<file path="src/rtl/cpu_controller_pkg.sv">
// -----------------------------------------------------------------------------
// cpu_ctrl_pkg
// Purpose : Shared constants and types for the TEC-8 hardwired controller.
//           Holds the console mode codes, the opcode enumeration and the
//           packed control-strobe bundle passed between the decode blocks.
// Ports   : none (package)
// -----------------------------------------------------------------------------
package cpu_ctrl_pkg;

   // Console mode = {swc, swb, swa}
   localparam logic [2:0] MODE_RUN  = 3'b000;
   localparam logic [2:0] MODE_WMEM = 3'b001;
   localparam logic [2:0] MODE_RMEM = 3'b010;
   localparam logic [2:0] MODE_RREG = 3'b011;
   localparam logic [2:0] MODE_WREG = 3'b100;

   typedef enum logic [3:0] {
      OP_NOP = 4'b0000,
      OP_ADD = 4'b0001,
      OP_SUB = 4'b0010,
      OP_AND = 4'b0011,
      OP_INC = 4'b0100,
      OP_LD  = 4'b0101,
      OP_ST  = 4'b0110,
      OP_JC  = 4'b0111,
      OP_JZ  = 4'b1000,
      OP_JMP = 4'b1001,
      OP_STP = 4'b1110
   } opcode_e;

   // Every datapath strobe the controller can raise. shrt/lng are the
   // "short" and "long" beat-sequencing requests.
   typedef struct packed {
      logic       drw;
      logic       pcinc;
      logic       lpc;
      logic       lar;
      logic       pcadd;
      logic       arinc;
      logic       memw;
      logic       lir;
      logic       ldz;
      logic       ldc;
      logic       selctl;
      logic [3:0] sel;
      logic       stop;
      logic       cin;
      logic       m;
      logic [3:0] s;
      logic       abus;
      logic       sbus;
      logic       mbus;
      logic       shrt;
      logic       lng;
   } ctrl_t;

endpackage

</file>
<file path="src/rtl/cpu_controller_if.sv">
// -----------------------------------------------------------------------------
// cpu_ctrl_if
// Purpose : Bundles the console switches, instruction/beat/flag inputs and all
//           datapath strobes of the TEC-8 controller.
// Ports   : slave  - controller side (switches/beats/flags in, strobes out)
//           master - console/datapath side (drives inputs, receives strobes)
// -----------------------------------------------------------------------------
interface cpu_ctrl_if;
   logic       swc_i, swb_i, swa_i;
   logic [3:0] ir_i;
   logic       w1_i, w2_i, w3_i;
   logic       c_i, z_i;
   logic       pulse_i;

   logic drw_o, pcinc_o, lpc_o, lar_o, pcadd_o, arinc_o, memw_o, lir_o, ldz_o, ldc_o;
   logic selctl_o, sel3_o, sel2_o, sel1_o, sel0_o;
   logic stop_o, cin_o, m_o;
   logic [3:0] s_o;
   logic abus_o, sbus_o, mbus_o, short_o, long_o;
   logic dbg_led_o;

   modport slave (
      input  swc_i, swb_i, swa_i, ir_i, w1_i, w2_i, w3_i, c_i, z_i, pulse_i,
      output drw_o, pcinc_o, lpc_o, lar_o, pcadd_o, arinc_o, memw_o, lir_o, ldz_o, ldc_o,
             selctl_o, sel3_o, sel2_o, sel1_o, sel0_o, stop_o, cin_o, m_o, s_o,
             abus_o, sbus_o, mbus_o, short_o, long_o, dbg_led_o
   );

   modport master (
      output swc_i, swb_i, swa_i, ir_i, w1_i, w2_i, w3_i, c_i, z_i, pulse_i,
      input  drw_o, pcinc_o, lpc_o, lar_o, pcadd_o, arinc_o, memw_o, lir_o, ldz_o, ldc_o,
             selctl_o, sel3_o, sel2_o, sel1_o, sel0_o, stop_o, cin_o, m_o, s_o,
             abus_o, sbus_o, mbus_o, short_o, long_o, dbg_led_o
   );
endinterface

</file>
<file path="src/rtl/cpu_controller_decode.sv">
// -----------------------------------------------------------------------------
// cpu_instr_decode
// Purpose : Run-mode instruction decode. Maps the opcode to the W2/W3 strobes.
// Ports   : ir_i    - opcode (IR[7:4])
//           w2_i/w3_i - beat signals
//           c_i/z_i - carry / zero flags for conditional jumps
//           ctrl_o  - strobe bundle, all zero outside W2/W3
// -----------------------------------------------------------------------------
module cpu_instr_decode
   import cpu_ctrl_pkg::*;
(
   input  logic [3:0] ir_i,
   input  logic       w2_i,
   input  logic       w3_i,
   input  logic       c_i,
   input  logic       z_i,
   output ctrl_t      ctrl_o
);

   opcode_e op;
   assign op = opcode_e'(ir_i);

   always_comb begin
      ctrl_o = '0;
      if (w2_i) begin
         case (op)
            OP_ADD: begin
               ctrl_o.s = 4'b1001; ctrl_o.cin = 1'b1; ctrl_o.abus = 1'b1;
               ctrl_o.drw = 1'b1; ctrl_o.ldz = 1'b1; ctrl_o.ldc = 1'b1;
            end
            OP_SUB: begin
               ctrl_o.s = 4'b0110; ctrl_o.abus = 1'b1;
               ctrl_o.drw = 1'b1; ctrl_o.ldz = 1'b1; ctrl_o.ldc = 1'b1;
            end
            OP_AND: begin
               ctrl_o.m = 1'b1; ctrl_o.s = 4'b1011; ctrl_o.abus = 1'b1;
               ctrl_o.drw = 1'b1; ctrl_o.ldz = 1'b1;
            end
            OP_INC: begin
               ctrl_o.s = 4'b0000; ctrl_o.abus = 1'b1;
               ctrl_o.drw = 1'b1; ctrl_o.ldz = 1'b1; ctrl_o.ldc = 1'b1;
            end
            // LD/ST: ALU passes the address register operand to AR, then
            // request the extra W3 beat for the memory access.
            OP_LD: begin
               ctrl_o.m = 1'b1; ctrl_o.s = 4'b1010; ctrl_o.abus = 1'b1;
               ctrl_o.lar = 1'b1; ctrl_o.lng = 1'b1;
            end
            OP_ST: begin
               ctrl_o.m = 1'b1; ctrl_o.s = 4'b1111; ctrl_o.abus = 1'b1;
               ctrl_o.lar = 1'b1; ctrl_o.lng = 1'b1;
            end
            OP_JC:  ctrl_o.pcadd = c_i;
            OP_JZ:  ctrl_o.pcadd = z_i;
            OP_JMP: begin
               ctrl_o.m = 1'b1; ctrl_o.s = 4'b1111; ctrl_o.abus = 1'b1;
               ctrl_o.lpc = 1'b1;
            end
            OP_STP: ctrl_o.stop = 1'b1;
            default: ctrl_o = '0;
         endcase
      end else if (w3_i) begin
         case (op)
            OP_LD: begin
               ctrl_o.mbus = 1'b1; ctrl_o.drw = 1'b1;
            end
            OP_ST: begin
               ctrl_o.m = 1'b1; ctrl_o.s = 4'b1010; ctrl_o.abus = 1'b1;
               ctrl_o.memw = 1'b1;
            end
            default: ctrl_o = '0;
         endcase
      end
   end

endmodule

</file>
<file path="src/rtl/cpu_controller.sv">
// -----------------------------------------------------------------------------
// cpu_controller
// Purpose : Hardwired TEC-8 controller. Combines the console-mode decode with
//           the run-mode instruction decode to produce datapath strobes, and
//           keeps the phase bit st0 that splits each mode into two passes.
// Ports   : t3  - beat clock; state advances on its falling edge
//           clr - asynchronous active-low reset
//           bus - cpu_ctrl_if.slave: switches, IR, beats, flags in; strobes out
// -----------------------------------------------------------------------------
module cpu_controller
   import cpu_ctrl_pkg::*;
(
   input  logic       t3,
   input  logic       clr,
   cpu_ctrl_if.slave  bus
);

   logic       st0_q, st0_d;
   logic [2:0] mode_q;
   logic [2:0] mode;
   logic       w1, w2, w3;
   logic       set_st0;
   logic       mode_legal;
   ctrl_t      dec_ctrl;
   ctrl_t      ctrl_d;
   ctrl_t      ctrl_out;
   logic       unused_pulse;

   assign mode         = {bus.swc_i, bus.swb_i, bus.swa_i};
   assign w1           = bus.w1_i;
   assign w2           = bus.w2_i;
   assign w3           = bus.w3_i;
   assign mode_legal   = (mode <= MODE_WREG);
   assign unused_pulse = bus.pulse_i;

   cpu_instr_decode u_decode (
      .ir_i   (bus.ir_i),
      .w2_i   (w2),
      .w3_i   (w3),
      .c_i    (bus.c_i),
      .z_i    (bus.z_i),
      .ctrl_o (dec_ctrl)
   );

   always_comb begin
      ctrl_d  = '0;
      set_st0 = 1'b0;
      case (mode)
         MODE_RUN: begin
            if (w1) begin
               if (!st0_q) begin
                  // First pass loads the PC from the switches.
                  ctrl_d.sbus = 1'b1; ctrl_d.lpc = 1'b1;
                  ctrl_d.stop = 1'b1; ctrl_d.shrt = 1'b1;
                  set_st0     = 1'b1;
               end else begin
                  ctrl_d.lir = 1'b1; ctrl_d.pcinc = 1'b1;
               end
            end else begin
               ctrl_d = dec_ctrl;
            end
         end
         MODE_WMEM, MODE_RMEM: begin
            if (w1) begin
               ctrl_d.stop = 1'b1; ctrl_d.shrt = 1'b1; ctrl_d.selctl = 1'b1;
               if (!st0_q) begin
                  // First pass latches the start address into AR.
                  ctrl_d.sbus = 1'b1; ctrl_d.lar = 1'b1;
                  set_st0     = 1'b1;
               end else if (mode == MODE_WMEM) begin
                  ctrl_d.sbus = 1'b1; ctrl_d.memw = 1'b1; ctrl_d.arinc = 1'b1;
               end else begin
                  ctrl_d.mbus = 1'b1; ctrl_d.arinc = 1'b1;
               end
            end
         end
         MODE_RREG: begin
            if (w1 || w2) begin
               ctrl_d.selctl = 1'b1; ctrl_d.stop = 1'b1;
               ctrl_d.sel    = {w2, 1'b0, w2, 1'b1};
            end
         end
         MODE_WREG: begin
            if (w1 || w2) begin
               ctrl_d.sbus = 1'b1; ctrl_d.drw = 1'b1;
               ctrl_d.stop = 1'b1; ctrl_d.selctl = 1'b1;
               // Pass 1 targets R0/R1, pass 2 targets R2/R3.
               ctrl_d.sel  = {st0_q, w2, (~st0_q & w1) | (st0_q & w2), w1};
               set_st0     = w2 & ~st0_q;
            end
         end
         default: ctrl_d = '0;
      endcase
   end

   // Illegal modes freeze st0; otherwise a mode change restarts the sequence.
   always_comb begin
      st0_d = st0_q;
      if (mode_legal) begin
         if (mode != mode_q) st0_d = 1'b0;
         else if (set_st0)   st0_d = 1'b1;
      end
   end

   always_ff @(negedge t3 or negedge clr) begin
      if (!clr) begin
         st0_q  <= 1'b0;
         mode_q <= MODE_RUN;
      end else begin
         st0_q  <= st0_d;
         mode_q <= mode;
      end
   end

   // Reset forces every strobe low regardless of the switch/beat inputs.
   assign ctrl_out = clr ? ctrl_d : '0;

   assign bus.drw_o     = ctrl_out.drw;
   assign bus.pcinc_o   = ctrl_out.pcinc;
   assign bus.lpc_o     = ctrl_out.lpc;
   assign bus.lar_o     = ctrl_out.lar;
   assign bus.pcadd_o   = ctrl_out.pcadd;
   assign bus.arinc_o   = ctrl_out.arinc;
   assign bus.memw_o    = ctrl_out.memw;
   assign bus.lir_o     = ctrl_out.lir;
   assign bus.ldz_o     = ctrl_out.ldz;
   assign bus.ldc_o     = ctrl_out.ldc;
   assign bus.selctl_o  = ctrl_out.selctl;
   assign bus.sel3_o    = ctrl_out.sel[3];
   assign bus.sel2_o    = ctrl_out.sel[2];
   assign bus.sel1_o    = ctrl_out.sel[1];
   assign bus.sel0_o    = ctrl_out.sel[0];
   assign bus.stop_o    = ctrl_out.stop;
   assign bus.cin_o     = ctrl_out.cin;
   assign bus.m_o       = ctrl_out.m;
   assign bus.s_o       = ctrl_out.s;
   assign bus.abus_o    = ctrl_out.abus;
   assign bus.sbus_o    = ctrl_out.sbus;
   assign bus.mbus_o    = ctrl_out.mbus;
   assign bus.short_o   = ctrl_out.shrt;
   assign bus.long_o    = ctrl_out.lng;
   assign bus.dbg_led_o = st0_q;

endmodule

</file>
<file path="src/flat_wrapper.sv">
// flat-port wrapper written by rule: the top's interface ports become plain ports
module cpu_controller_flat import cpu_ctrl_pkg::*;
  (t3, clr, bus_swc_i, bus_swb_i, bus_swa_i, bus_ir_i, bus_w1_i, bus_w2_i, bus_w3_i, bus_c_i, bus_z_i, bus_pulse_i, bus_drw_o, bus_pcinc_o, bus_lpc_o, bus_lar_o, bus_pcadd_o, bus_arinc_o, bus_memw_o, bus_lir_o, bus_ldz_o, bus_ldc_o, bus_selctl_o, bus_sel3_o, bus_sel2_o, bus_sel1_o, bus_sel0_o, bus_stop_o, bus_cin_o, bus_m_o, bus_s_o, bus_abus_o, bus_sbus_o, bus_mbus_o, bus_short_o, bus_long_o, bus_dbg_led_o);
  cpu_ctrl_if bus_i ();
  input  logic t3;
  input  logic clr;
  input wire logic [$bits(bus_i.swc_i)-1:0] bus_swc_i;
  input wire logic [$bits(bus_i.swb_i)-1:0] bus_swb_i;
  input wire logic [$bits(bus_i.swa_i)-1:0] bus_swa_i;
  input wire logic [$bits(bus_i.ir_i)-1:0] bus_ir_i;
  input wire logic [$bits(bus_i.w1_i)-1:0] bus_w1_i;
  input wire logic [$bits(bus_i.w2_i)-1:0] bus_w2_i;
  input wire logic [$bits(bus_i.w3_i)-1:0] bus_w3_i;
  input wire logic [$bits(bus_i.c_i)-1:0] bus_c_i;
  input wire logic [$bits(bus_i.z_i)-1:0] bus_z_i;
  input wire logic [$bits(bus_i.pulse_i)-1:0] bus_pulse_i;
  output wire logic [$bits(bus_i.drw_o)-1:0] bus_drw_o;
  output wire logic [$bits(bus_i.pcinc_o)-1:0] bus_pcinc_o;
  output wire logic [$bits(bus_i.lpc_o)-1:0] bus_lpc_o;
  output wire logic [$bits(bus_i.lar_o)-1:0] bus_lar_o;
  output wire logic [$bits(bus_i.pcadd_o)-1:0] bus_pcadd_o;
  output wire logic [$bits(bus_i.arinc_o)-1:0] bus_arinc_o;
  output wire logic [$bits(bus_i.memw_o)-1:0] bus_memw_o;
  output wire logic [$bits(bus_i.lir_o)-1:0] bus_lir_o;
  output wire logic [$bits(bus_i.ldz_o)-1:0] bus_ldz_o;
  output wire logic [$bits(bus_i.ldc_o)-1:0] bus_ldc_o;
  output wire logic [$bits(bus_i.selctl_o)-1:0] bus_selctl_o;
  output wire logic [$bits(bus_i.sel3_o)-1:0] bus_sel3_o;
  output wire logic [$bits(bus_i.sel2_o)-1:0] bus_sel2_o;
  output wire logic [$bits(bus_i.sel1_o)-1:0] bus_sel1_o;
  output wire logic [$bits(bus_i.sel0_o)-1:0] bus_sel0_o;
  output wire logic [$bits(bus_i.stop_o)-1:0] bus_stop_o;
  output wire logic [$bits(bus_i.cin_o)-1:0] bus_cin_o;
  output wire logic [$bits(bus_i.m_o)-1:0] bus_m_o;
  output wire logic [$bits(bus_i.s_o)-1:0] bus_s_o;
  output wire logic [$bits(bus_i.abus_o)-1:0] bus_abus_o;
  output wire logic [$bits(bus_i.sbus_o)-1:0] bus_sbus_o;
  output wire logic [$bits(bus_i.mbus_o)-1:0] bus_mbus_o;
  output wire logic [$bits(bus_i.short_o)-1:0] bus_short_o;
  output wire logic [$bits(bus_i.long_o)-1:0] bus_long_o;
  output wire logic [$bits(bus_i.dbg_led_o)-1:0] bus_dbg_led_o;
  assign bus_i.swc_i = bus_swc_i;
  assign bus_i.swb_i = bus_swb_i;
  assign bus_i.swa_i = bus_swa_i;
  assign bus_i.ir_i = bus_ir_i;
  assign bus_i.w1_i = bus_w1_i;
  assign bus_i.w2_i = bus_w2_i;
  assign bus_i.w3_i = bus_w3_i;
  assign bus_i.c_i = bus_c_i;
  assign bus_i.z_i = bus_z_i;
  assign bus_i.pulse_i = bus_pulse_i;
  assign bus_drw_o = bus_i.drw_o;
  assign bus_pcinc_o = bus_i.pcinc_o;
  assign bus_lpc_o = bus_i.lpc_o;
  assign bus_lar_o = bus_i.lar_o;
  assign bus_pcadd_o = bus_i.pcadd_o;
  assign bus_arinc_o = bus_i.arinc_o;
  assign bus_memw_o = bus_i.memw_o;
  assign bus_lir_o = bus_i.lir_o;
  assign bus_ldz_o = bus_i.ldz_o;
  assign bus_ldc_o = bus_i.ldc_o;
  assign bus_selctl_o = bus_i.selctl_o;
  assign bus_sel3_o = bus_i.sel3_o;
  assign bus_sel2_o = bus_i.sel2_o;
  assign bus_sel1_o = bus_i.sel1_o;
  assign bus_sel0_o = bus_i.sel0_o;
  assign bus_stop_o = bus_i.stop_o;
  assign bus_cin_o = bus_i.cin_o;
  assign bus_m_o = bus_i.m_o;
  assign bus_s_o = bus_i.s_o;
  assign bus_abus_o = bus_i.abus_o;
  assign bus_sbus_o = bus_i.sbus_o;
  assign bus_mbus_o = bus_i.mbus_o;
  assign bus_short_o = bus_i.short_o;
  assign bus_long_o = bus_i.long_o;
  assign bus_dbg_led_o = bus_i.dbg_led_o;
  cpu_controller u_core (.t3(t3), .clr(clr), .bus(bus_i));
endmodule
</file>
<file path="config.mk">
export PLATFORM = sky130hd
export DESIGN_NAME = cpu_controller_flat
export DESIGN_NICKNAME = d
export VERILOG_FILES = /design/src/rtl/cpu_controller_pkg.sv /design/src/rtl/cpu_controller_if.sv /design/src/rtl/cpu_controller_decode.sv /design/src/rtl/cpu_controller.sv /design/src/flat_wrapper.sv
export SDC_FILE = /design/constraint.sdc
export NUM_CORES = 1
export LEC_CHECK = 0
export ABC_CLOCK_PERIOD_IN_PS = 1500
export BUFFER_PORTS_ARGS = -buffer_cell sky130_fd_sc_hd__clkbuf_2
export CAP_MARGIN = 5
export CORE_ASPECT_RATIO = 1.1
export CORE_MARGIN = 2
export CORE_UTILIZATION = 46
export CTS_CLUSTER_SIZE = 16
export DETAILED_ROUTE_END_ITERATION = 6
export PLACE_DENSITY = 0.8
export SLEW_MARGIN = 20
export SYNTH_ARGS = -nofsm -noshare
export SYNTH_HDL_FRONTEND = slang
export SYNTH_SLANG_ARGS = --single-unit
</file>
<file path="constraint.sdc">
create_clock -name t3 -period 1.5 [get_ports t3]
set_input_delay 0.075 -clock t3 [delete_from_list [all_inputs] [get_ports t3]]
set_output_delay 0.075 -clock t3 [all_outputs]
set_load 0.01 [all_outputs]
</file>
# ---- Yosys cells after proc, flatten, opt, wreduce, memory -nomap -nowiden
# Cells that the tools add are included.
dict set report totals {
  regBits 4
  inputBits 15
  out_inout_bits 28
  elab_cells 91
}
dict set report classes {
  magnitude_cmp 1
  n_eq_ne 15
  mux 57
  bitwise 5
  n_reduce_logical 11
}
# op n
set ops {}
lappend ops {{$mux W27} 3}
lappend ops {{$mux W1} 30}
lappend ops {{$pmux W5 S6} 1}
lappend ops {{$mux W7} 3}
lappend ops {{$mux W6} 3}
lappend ops {{$eq A4 B3 Y1 const B} 4}
lappend ops {{$eq A4 B4 Y1 const B} 3}
lappend ops {{$pmux W4 S3} 1}
lappend ops {{$eq A4 B2 Y1 const B} 2}
lappend ops {{$mux W2} 4}
lappend ops {{$pmux W1 S2} 4}
lappend ops {{$pmux W1 S4} 2}
lappend ops {{$pmux W2 S2} 2}
lappend ops {{$reduce_or A4 Y1} 2}
lappend ops {{$eq A3 B2 Y1 const B} 2}
lappend ops {{$mux W3} 2}
lappend ops {{$reduce_or A2 Y1} 3}
lappend ops {{$reduce_or A3 Y1} 2}
lappend ops {{$eq A4 B1 Y1 const B} 1}
lappend ops {{$mux W4} 1}
lappend ops {{$and A1 B1 Y1} 3}
lappend ops {{$eq A3 B1 Y1 const B} 1}
lappend ops {{$eq A3 B3 Y1 const B} 1}
lappend ops {{$le A3 B3 Y1 const B} 1}
lappend ops {{8 further kinds} 8}

# ---- Longest topological paths before layout
# Gate-level depths: netlist of the first run.
dict set report logic_depth {
  depth_word 7
  mapped_depth 5
  ltp_nobuf 3
}

# ---- Cells and area by module
# A second synthesis of the first run with hierarchy kept.
dict set report unflattened {
  hier_cells 180
  hier_area_um2 1336.3
}
# mod instances cells_each area_per_inst_um2 seq_area_each_um2
set by_module_without_submodules {}
lappend by_module_without_submodules {cpu_controller 1 111 814.5 100.1}
lappend by_module_without_submodules {cpu_instr_decode 1 69 521.8 0.0}

==> flow_metrics.py, run 1 <==
metrics = {
    "run_status": {
        "status": "finished with violations",
        "violations": "negative setup slack",
    },
    "cts": {
        "clock_latency_ns": 0.26,
        "cts_buffers": 3,
        "cts_tree": "done",
        "clock_sinks": 4,
        "cts_root_buf": "clkbuf_4",
        "clockBufferDepth": 2,
        "h-tree-depth": 1,
        "clkTransAtPathRegs_ns": 0.04,
    },
    "route": {
        "detail-route-antenna-nets": 0,
        "dr.pass1.iters": 4,
        "route.met3.wl_um": 241,
        "drc": 0,
        "avgRoutedWirePerCell_um": 15.7,
        "routed_wl_mm": 3.10,
        "drt_iter0_drc": 42,
        "num_vias": 1237,
        "viasPerCell": 6.25,
        "maxUsedRoutingLayer": "met4",
        "wl_met1_mm": 1.21,
        "wl_met2_mm": 1.56,
    },
    "sta": {
        "finalHoldViolations": 0,
        "relSlewSlack_pct": 75.7,
        "setup_ws_ns": -0.744,
        "setup_viol": 13,
        "skew_ns": 0.00802,
        "rsz0062_at_grt": "yes",
        "worst_pin_slew_ns": 0.355,
        "drv_slew": 0,
    },
    "global_routing": {
        "grt_pass1_vias": 1144,
        "track_usage_pct": 30.1,
        "grt_max_degree": 18,
        "grt_overflow": 0,
        "antenna_found_initial": 0,
        "grt_pass1_wl_mm": 5.19,
    },
    "cells_and_area": {
        "fin_nets": 197,
        "final_cells": 198,
        "antenna_cells": 0,
        "drive_above_1_share_pct": 45.6,
        "utilization_pct": 71.6,
        "most-common-layout-cells": "clkbuf_2 (32), buf_4 (15), nor2_1 (12)",
        "fillerInstances": 143,
        "layout_commonest_cell": "clkbuf_2",
        "area_growth_pct": 46.0,
    },
    "worst_setup_path": {
        "endpoint_kind": "output port",
        "criticalPathCategory": "flip-flop to output port",
        "cp.required_ns": 1.42,
        "critical_path_arrival_ns": 2.17,
        "critPathMaxFanout": 3,
        "start_kind": "flip-flop",
    },
    "min_path": {
        "hold_class": "primary input to asynchronous set/reset pin",
    },
    "placed_design": {
        "dp_hpwl_mm": 2.14,
        "dp.cells": 192,
        "port_buffers": 41,
        "gp_congestion": 0.830,
    },
    "logic_synthesis": {
        "synth_top_flop_cell": "dfrtn_1",
        "synth.avg_cell_area_um2": 6.54,
        "syn_inst": 135,
        "syn_area_um2": 883,
        "synthTopCellsByArea": "dfrtn_1 (11%), a21oi_1 (6.8%), o21ai_0 (5.7%)",
        "synth.distinct_cells": 43,
        "yosysSeqAreaShare_pct": 11.3,
        "synth_warnings": 0,
        "syn_nets": 150,
        "synth_top_area_cell": "dfrtn_1",
        "synth_edf_count": 0,
        "ys_seq_elements": 4,
        "postSynth.asyncResetShare_pct": 100,
        "synth_top_cell_area_share_pct": 11.3,
    },
    "floorplanning": {
        "start_util_pct": 49.0,
        "dieArea_um2": 2290,
        "die_h_um": 50.0,
        "io_pins": 43,
        "row_count": 16,
        "core_um2": 1800,
        "fp.dieW_um": 45.8,
    },
    "pwr": {
        "ir_drop_mv": 0.421,
        "p_leak_nw": 0.559,
        "power_density_nw_per_um2": 440,
    },
    "job": {
        "cap_violations": 0,
    },
}
## path summary, 6_finish.rpt
kind                                             end            startpoint  slack (ns)  cells after the start
max in group asynchronous           u_core.mode_q[1]                   clr        0.94                      2
min in group t3                          bus_pcadd_o               bus_z_i        0.48                      4
worst max-delay path                       bus_lar_o  u_core.bus.dbg_led_o       -0.74                      3
worst max register to register  u_core.bus.dbg_led_o  u_core.bus.dbg_led_o        0.39                      4
worst min register to register  u_core.bus.dbg_led_o      u_core.mode_q[1]        0.67                      2
worst min-delay path                u_core.mode_q[0]                   clr        0.38                      2
## cell type report
cell class | instances | area [µm²] | share of cell area, %
flip-flops and latches | 4 | 100 | 7.76
inverters | 4 | 15.0 | 1.16
clock buffers | 3 | 22.5 | 1.75
repair buffers | 57 | 335 | 26.0
multi-input cells | 112 | 795 | 61.6
well taps | 18 | 22.5 | 1.75
## worst max-delay path, stage by stage, from the launching register on
cell and delay, ns:
dfrtn_1 0.36, or4_4 0.51, a21oi_4 0.16, buf_6 0.12
## per-stage QoR
step / cell area (µm²) / hold WS (ns) / setup slack [ns] / setup TNS (ns) / power (mW)
2_1_floorplan: 943 / 0.285 / -0.491 / -3.33 / 0.297
3_3_place_gp: 1160 / 0.473 / -0.425 / -3.01 / 0.362
3_5_place_dp: 1160 / 0.477 / -0.469 / -3.56 / 0.371
4_1_cts: 1250 / 0.376 / -0.725 / -7.35 / 0.547
5_1_grt: 1290 / 0.394 / -0.767 / -8.01 / 0.599
6_report: 1290 / 0.379 / -0.744 / -7.35 / 0.567
## metal layers
metal | up-vias | global-route usage, %
met5 | - | 0
met4 | 0 | 12.4
met3 | 12 | 2.56
met2 | 69 | 50.7
met1 | 562 | 37.9
li1 | 594 | -
## Yosys cell counts (all sizes together), types with 2 or more instances
| library cell | instances |
|---|---|
| nor2b | 6 |
| o211ai | 2 |
| nor3b | 4 |
| dfrtn | 4 |
| nand2 | 12 |
| a211oi | 5 |
| clkbuf | 5 |
| a31oi | 2 |
| xnor2 | 3 |
| inv | 4 |
| o21ai | 10 |
| nand4 | 6 |
| nor2 | 13 |
| nand3 | 4 |
| a21o | 2 |
| and4bb | 2 |
| a21oi | 12 |
| nor3 | 6 |
| a32oi | 2 |
| o2111ai | 2 |
| buf | 10 |
| o21ba | 2 |
## power breakdown
part	internal [mW]	total (mW)	switching, mW
clock	0.0906	0.151	0.0601
combinational	0.124	0.294	0.170
sequential	0.116	0.122	0.00596
total	0.330	0.567	0.236
## logic make-up after synthesis
group / count (synthesis) / synth area share (%)
AOI/OAI and AO/OA: 45 / 33.4
xor gates and xnor gates: 4 / 3.97
buffers and inverters: 19 / 10.9
DFF: 4 / 11.3
and+or+nand+nor: 63 / 40.4
## registers in the layout (all words and copies together) (netlist names)
signal	flops
u_core.bus.dbg_led_o	1
u_core.mode_q	3
## what timing repair did
item                                    CTS  global route
endpoints found under the setup margin   13            21
hold buffers                              0             0
buffers inserted                          3             1
gates resized for setup                   8            17
pin swaps                                 0             2
No activity file was read; power rests on OpenSTA's default activity.
==> inputs of run 2 (changes only) <==
Settings changed: MAX_ROUTING_LAYER set to met4, PLACE_DENSITY 0.8 to 0.86.
==> run 2 against run 1 <==
  * The flow still finishes with violations (negative setup slack)
  * Sequential share of layout area is 0.089 points lower
  * Hold slack better by 0.090 ns
  * Routed wire length is 7.5% lower
  * Critical path type unchanged
  * Sequential power hardly changed
  * Highest routed layer unchanged
  * Die area stayed put
  * Worst setup slack better by 0.064 ns
  * Non-clock buffer count is 4 higher
  * Count of clock-buffer cells in the layout stayed put
  * Largest power group unchanged
  * Final area is 1.2% higher
==> flow_metrics.py, run 2 (synthesis gave the netlist of run 1 again) <==
metrics = {
    "worst_setup_path": {
        "path_cells": "or4_4 -> a21oi_4 -> buf_2",
        "criticalPathCategory": "flip-flop to output port",
        "crit_slowest_cell": "or4_4",
        "endpoint_kind": "output port",
        "reg2regPathDepth": 3,
        "critical_path_arrival_ns": 2.11,
        "slowest_delay_ns": 0.50,
        "start_kind": "flip-flop",
        "critPathMaxFanout": 3,
        "cp.required_ns": 1.42,
    },
    "global_routing": {
        "grt_max_degree": 16,
        "grt_pass1_vias": 1098,
        "grt_overflow": 0,
        "grt_pass1_wl_mm": 4.51,
        "antenna_found_initial": 0,
        "track_usage_pct": 25.8,
    },
    "sta": {
        "rsz0062_at_grt": "yes",
        "setup_viol": 13,
        "fin_hold_ws_ns": 0.469,
        "skew_ns": 0.000394,
        "setup_ws_ns": -0.680,
        "finalHoldViolations": 0,
        "worst_pin_slew_ns": 0.407,
        "relSlewSlack_pct": 72.2,
        "drv_slew": 0,
    },
    "floorplanning": {
        "row_count": 16,
        "dieArea_um2": 2290,
        "start_util_pct": 49.0,
        "fp.dieW_um": 45.8,
        "die_h_um": 50.0,
        "io_pins": 43,
        "core_um2": 1800,
    },
    "cells_and_area": {
        "most-common-layout-cells": "clkbuf_2 (29), buf_4 (17), nor2_1 (12)",
        "fin_nets": 201,
        "drive_above_1_share_pct": 45.1,
        "area_growth_pct": 47.7,
        "layout_commonest_cell": "clkbuf_2",
        "final_cells": 202,
        "antenna_cells": 0,
        "largest_reg_flops": 3,
        "largest-register": "u_core.mode_q",
    },
    "route": {
        "detail-route-antenna-nets": 0,
        "drc": 0,
        "viasPerCell": 6.19,
        "routed_wl_mm": 2.87,
        "num_vias": 1250,
        "drt_iter0_drc": 43,
        "dr.pass1.iters": 4,
        "avgRoutedWirePerCell_um": 14.2,
    },
    "pwr": {
        "p_leak_nw": 0.572,
        "power_density_nw_per_um2": 420,
        "ir_drop_mv": 0.517,
    },
    "placed_design": {
        "gp_congestion": 0.857,
        "dp_hpwl_mm": 2.14,
        "port_buffers": 41,
        "dp.cells": 196,
    },
    "cts": {
        "clock_latency_ns": 0.24,
        "cts_buffers": 3,
        "clockBufferDepth": 2,
        "cts_tree": "done",
        "h-tree-depth": 1,
        "cts_root_buf": "clkbuf_4",
        "clkTransAtPathRegs_ns": 0.03,
        "holdBufCountCts": 0,
        "clock_sinks": 4,
    },
    "run_status": {
        "status": "finished with violations",
        "violations": "negative setup slack",
    },
    "min_path": {
        "hold_class": "primary input to asynchronous set/reset pin",
    },
    "job": {
        "cap_violations": 0,
    },
}
[run 2: cell types whose count changed in the layout (fill, tap and decap cells not counted), moves of 2 or more]
cell	previous run	this run
buf_6	2	4
buf_2	8	11
clkbuf_2	32	29
buf_4	15	17
[run 2: path summary, 6_finish.rpt]
kind,startpoint,to,slack (ns)
setup / recovery,u_core.bus.dbg_led_o,bus_lar_o,-0.68
hold / removal,clr,u_core.mode_q[2],0.47
setup reg to reg,u_core.mode_q[0],u_core.bus.dbg_led_o,0.44
hold reg to reg,u_core.mode_q[1],u_core.bus.dbg_led_o,0.66
max in group asynchronous,clr,u_core.mode_q[0],0.87
min in group t3,bus_z_i,bus_pcadd_o,0.47
[run 2: layer usage]
layer	track usage, %	routed length, µm	vias up
li1	-	-	603
met1	30.2	1120	583
met2	45.8	1540	58
met3	0.733	168	6
met4	8.10	40	0
met5	-	0	-
[run 2: final cells by class]
| cell class | count | area (µm²) |
|---|---|---|
| clock buffer | 3 | 22.5 |
| fill | 135 | 497 |
| inverter | 4 | 15.0 |
| multi-input combinational | 112 | 772 |
| sequential | 4 | 100 |
| tap | 18 | 22.5 |
| timing repair buffer | 61 | 373 |
[run 2: worst max-delay path, delay by kind of cell, from the launching register on]
family	cells	cell delay [ns]
and+or+nand+nor	1	0.50
DFF	1	0.35
buffers and inverters	1	0.14
AOI/OAI and AO/OA	1	0.12
[run 2: through the flow]
step                util [%]  setup TNS [ns]  power, mW  area [µm²]  setup slack [ns]
global route            72.4           -7.77      0.578        1310            -0.711
detailed placement      66.3           -3.52      0.379        1190            -0.452
CTS                     70.7           -7.14      0.533        1270            -0.685
finish                  72.4           -7.22      0.548        1310            -0.680
global placement        66.3           -3.24      0.370        1190            -0.430
floorplan                  -           -3.33      0.297         943            -0.491
[run 2: repair_timing]
| action | 4_1_cts | 5_1_grt |
|---|---|---|
| setup endpoints to repair | 13 | 16 |
| buffers inserted | 3 | 0 |
| resized for setup | 8 | 17 |
| hold endpoints to repair | 0 | 0 |
| pin swaps | 3 | 1 |
[run 2: power breakdown]
| group | switching (mW) | internal (mW) |
|---|---|---|
| Sequential | 0.00601 | 0.117 |
| Clock | 0.0359 | 0.0889 |
| Combinational | 0.166 | 0.135 |
| Total | 0.208 | 0.340 |
==> inputs of run 3 (changes only) <==
Settings changed: RECOVER_POWER set to 25.
==> run 3 against run 2 <==
  * The run still ends with negative setup slack left
  * Final cell count stayed put
  * Hold slack better by 0.0040 ns
  * Sequential power hardly changed
  * Core utilization is 0.35 points lower
  * Sequential share of layout area hardly changed
  * Flip-flop and latch count stayed put
  * Count of clock-buffer cells in the layout stayed put
  * First-iteration DRC count is 9.3% higher
  * Combinational power hardly changed
  * Routed wire length is 0.21% higher
  * Largest cell class unchanged
==> flow_metrics.py, run 3 (synthesis gave the netlist of run 1 again) <==
metrics = {
    "pwr": {
        "p_leak_nw": 0.562,
        "power_density_nw_per_um2": 421,
        "ir_drop_mv": 0.515,
    },
    "cts": {
        "clockBufferDepth": 2,
        "cts_tree": "done",
        "clkTransAtPathRegs_ns": 0.03,
        "cts_buffers": 3,
        "clock_latency_ns": 0.24,
        "h-tree-depth": 1,
        "clock_sinks": 4,
        "cts_root_buf": "clkbuf_4",
        "holdBufCountCts": 0,
    },
    "worst_setup_path": {
        "start_kind": "flip-flop",
        "cp.required_ns": 1.42,
        "critical_path_arrival_ns": 2.11,
        "endpoint_kind": "output port",
        "critPathMaxFanout": 3,
        "criticalPathCategory": "flip-flop to output port",
    },
    "route": {
        "num_vias": 1235,
        "routed_wl_mm": 2.88,
        "viasPerCell": 6.11,
        "avgRoutedWirePerCell_um": 14.2,
        "detail-route-antenna-nets": 0,
        "dr.pass1.iters": 4,
        "drt_iter0_drc": 47,
        "drc": 0,
    },
    "sta": {
        "skew_ns": 0.000575,
        "tns_ns": -7.26,
        "drv_slew": 0,
        "setup_viol": 13,
        "relSlewSlack_pct": 72.2,
        "worst_pin_slew_ns": 0.407,
        "setup_ws_ns": -0.683,
        "finalHoldViolations": 0,
        "rsz0062_at_grt": "yes",
    },
    "floorplanning": {
        "io_pins": 43,
        "core_um2": 1800,
        "row_count": 16,
        "die_h_um": 50.0,
        "start_util_pct": 49.0,
        "fp.dieW_um": 45.8,
        "dieArea_um2": 2290,
    },
    "global_routing": {
        "grt_max_degree": 16,
        "antenna_found_initial": 0,
        "grt_overflow": 0,
        "track_usage_pct": 25.8,
        "grt_pass1_wl_mm": 4.51,
        "grt_pass1_vias": 1098,
    },
    "cells_and_area": {
        "most-common-layout-cells": "clkbuf_2 (27), buf_4 (16), nor2_1 (12)",
        "fin_nets": 201,
        "antenna_cells": 0,
        "utilization_pct": 72.1,
        "layout_commonest_cell": "clkbuf_2",
        "drive_above_1_share_pct": 43.5,
        "largest-register": "u_core.mode_q",
        "stdcell_area_um2": 1300,
        "area_growth_pct": 47.0,
        "largest_reg_flops": 3,
    },
    "run_status": {
        "status": "finished with violations",
        "violations": "negative setup slack",
    },
    "job": {
        "cap_violations": 0,
    },
    "min_path": {
        "hold_class": "primary input to output port",
    },
    "placed_design": {
        "gp_congestion": 0.857,
        "port_buffers": 41,
        "place_area_um2": 1190,
        "dp_hpwl_mm": 2.14,
    },
}
[run 3: cell types whose count changed in the layout (fill, tap and decap cells not counted)]
cell / before / now
clkbuf_2: 29 / 27
buf_4: 17 / 16
clkbuf_1: 0 / 3
[run 3: final cells by class]
type                       count  area (µm²)
clock buffer                   3        22.5
fill                         139         503
inverter                       4        15.0
multi-input combinational    112         772
sequential                     4         100
tap                           18        22.5
timing repair buffer          61         367
[run 3: routing by layer]
layer	wire [µm]	GRT usage, %	up-vias
li1	-	-	602
met1	1130	30.2	564
met2	1530	45.8	63
met3	172	0.733	6
met4	40	8.10	0
met5	0	-	-
[run 3: worst max-delay path: stages, from the launching register on]
cell,delay [ns]
dfrtn_1,0.35
or4_4,0.50
a21oi_4,0.13
buf_2,0.14
[run 3: per-stage QoR]
stage / setup slack, ns / instances / hold WS [ns] / power (mW)
3_5_place_dp: -0.452 / 196 / 0.471 / 0.379
4_1_cts: -0.685 / 202 / 0.442 / 0.533
6_report: -0.683 / 202 / 0.473 / 0.546
3_3_place_gp: -0.430 / 196 / 0.471 / 0.370
5_1_grt: -0.711 / 202 / 0.491 / 0.576
2_1_floorplan: -0.491 / 135 / 0.285 / 0.297
[run 3: power by group]
part           switching (mW)  leakage, nW  total [mW]  internal (mW)
clock network          0.0358       0.0138       0.125         0.0889
registers             0.00612       0.0481       0.123          0.117
logic                   0.166        0.500       0.299          0.133
[run 3: path summary, 6_finish.rpt]
kind | to | cells past startpoint | slack [ns] | startpoint
min in group asynchronous | u_core.mode_q[2] | 2 | 0.65 | clr
max in group asynchronous | u_core.mode_q[0] | 2 | 0.52 | clr
worst min register to register | u_core.bus.dbg_led_o | 2 | 0.66 | u_core.mode_q[1]
worst max register to register | u_core.bus.dbg_led_o | 3 | 0.44 | u_core.mode_q[0]
worst max-delay path | bus_lar_o | 3 | -0.68 | u_core.bus.dbg_led_o
worst min-delay path | bus_pcadd_o | 4 | 0.47 | bus_z_i
[run 3: what timing repair did]
action,CTS,global route
endpoints found under the setup margin,13,16
gates resized for setup,8,17
buffers inserted,3,0
pin swaps,3,1
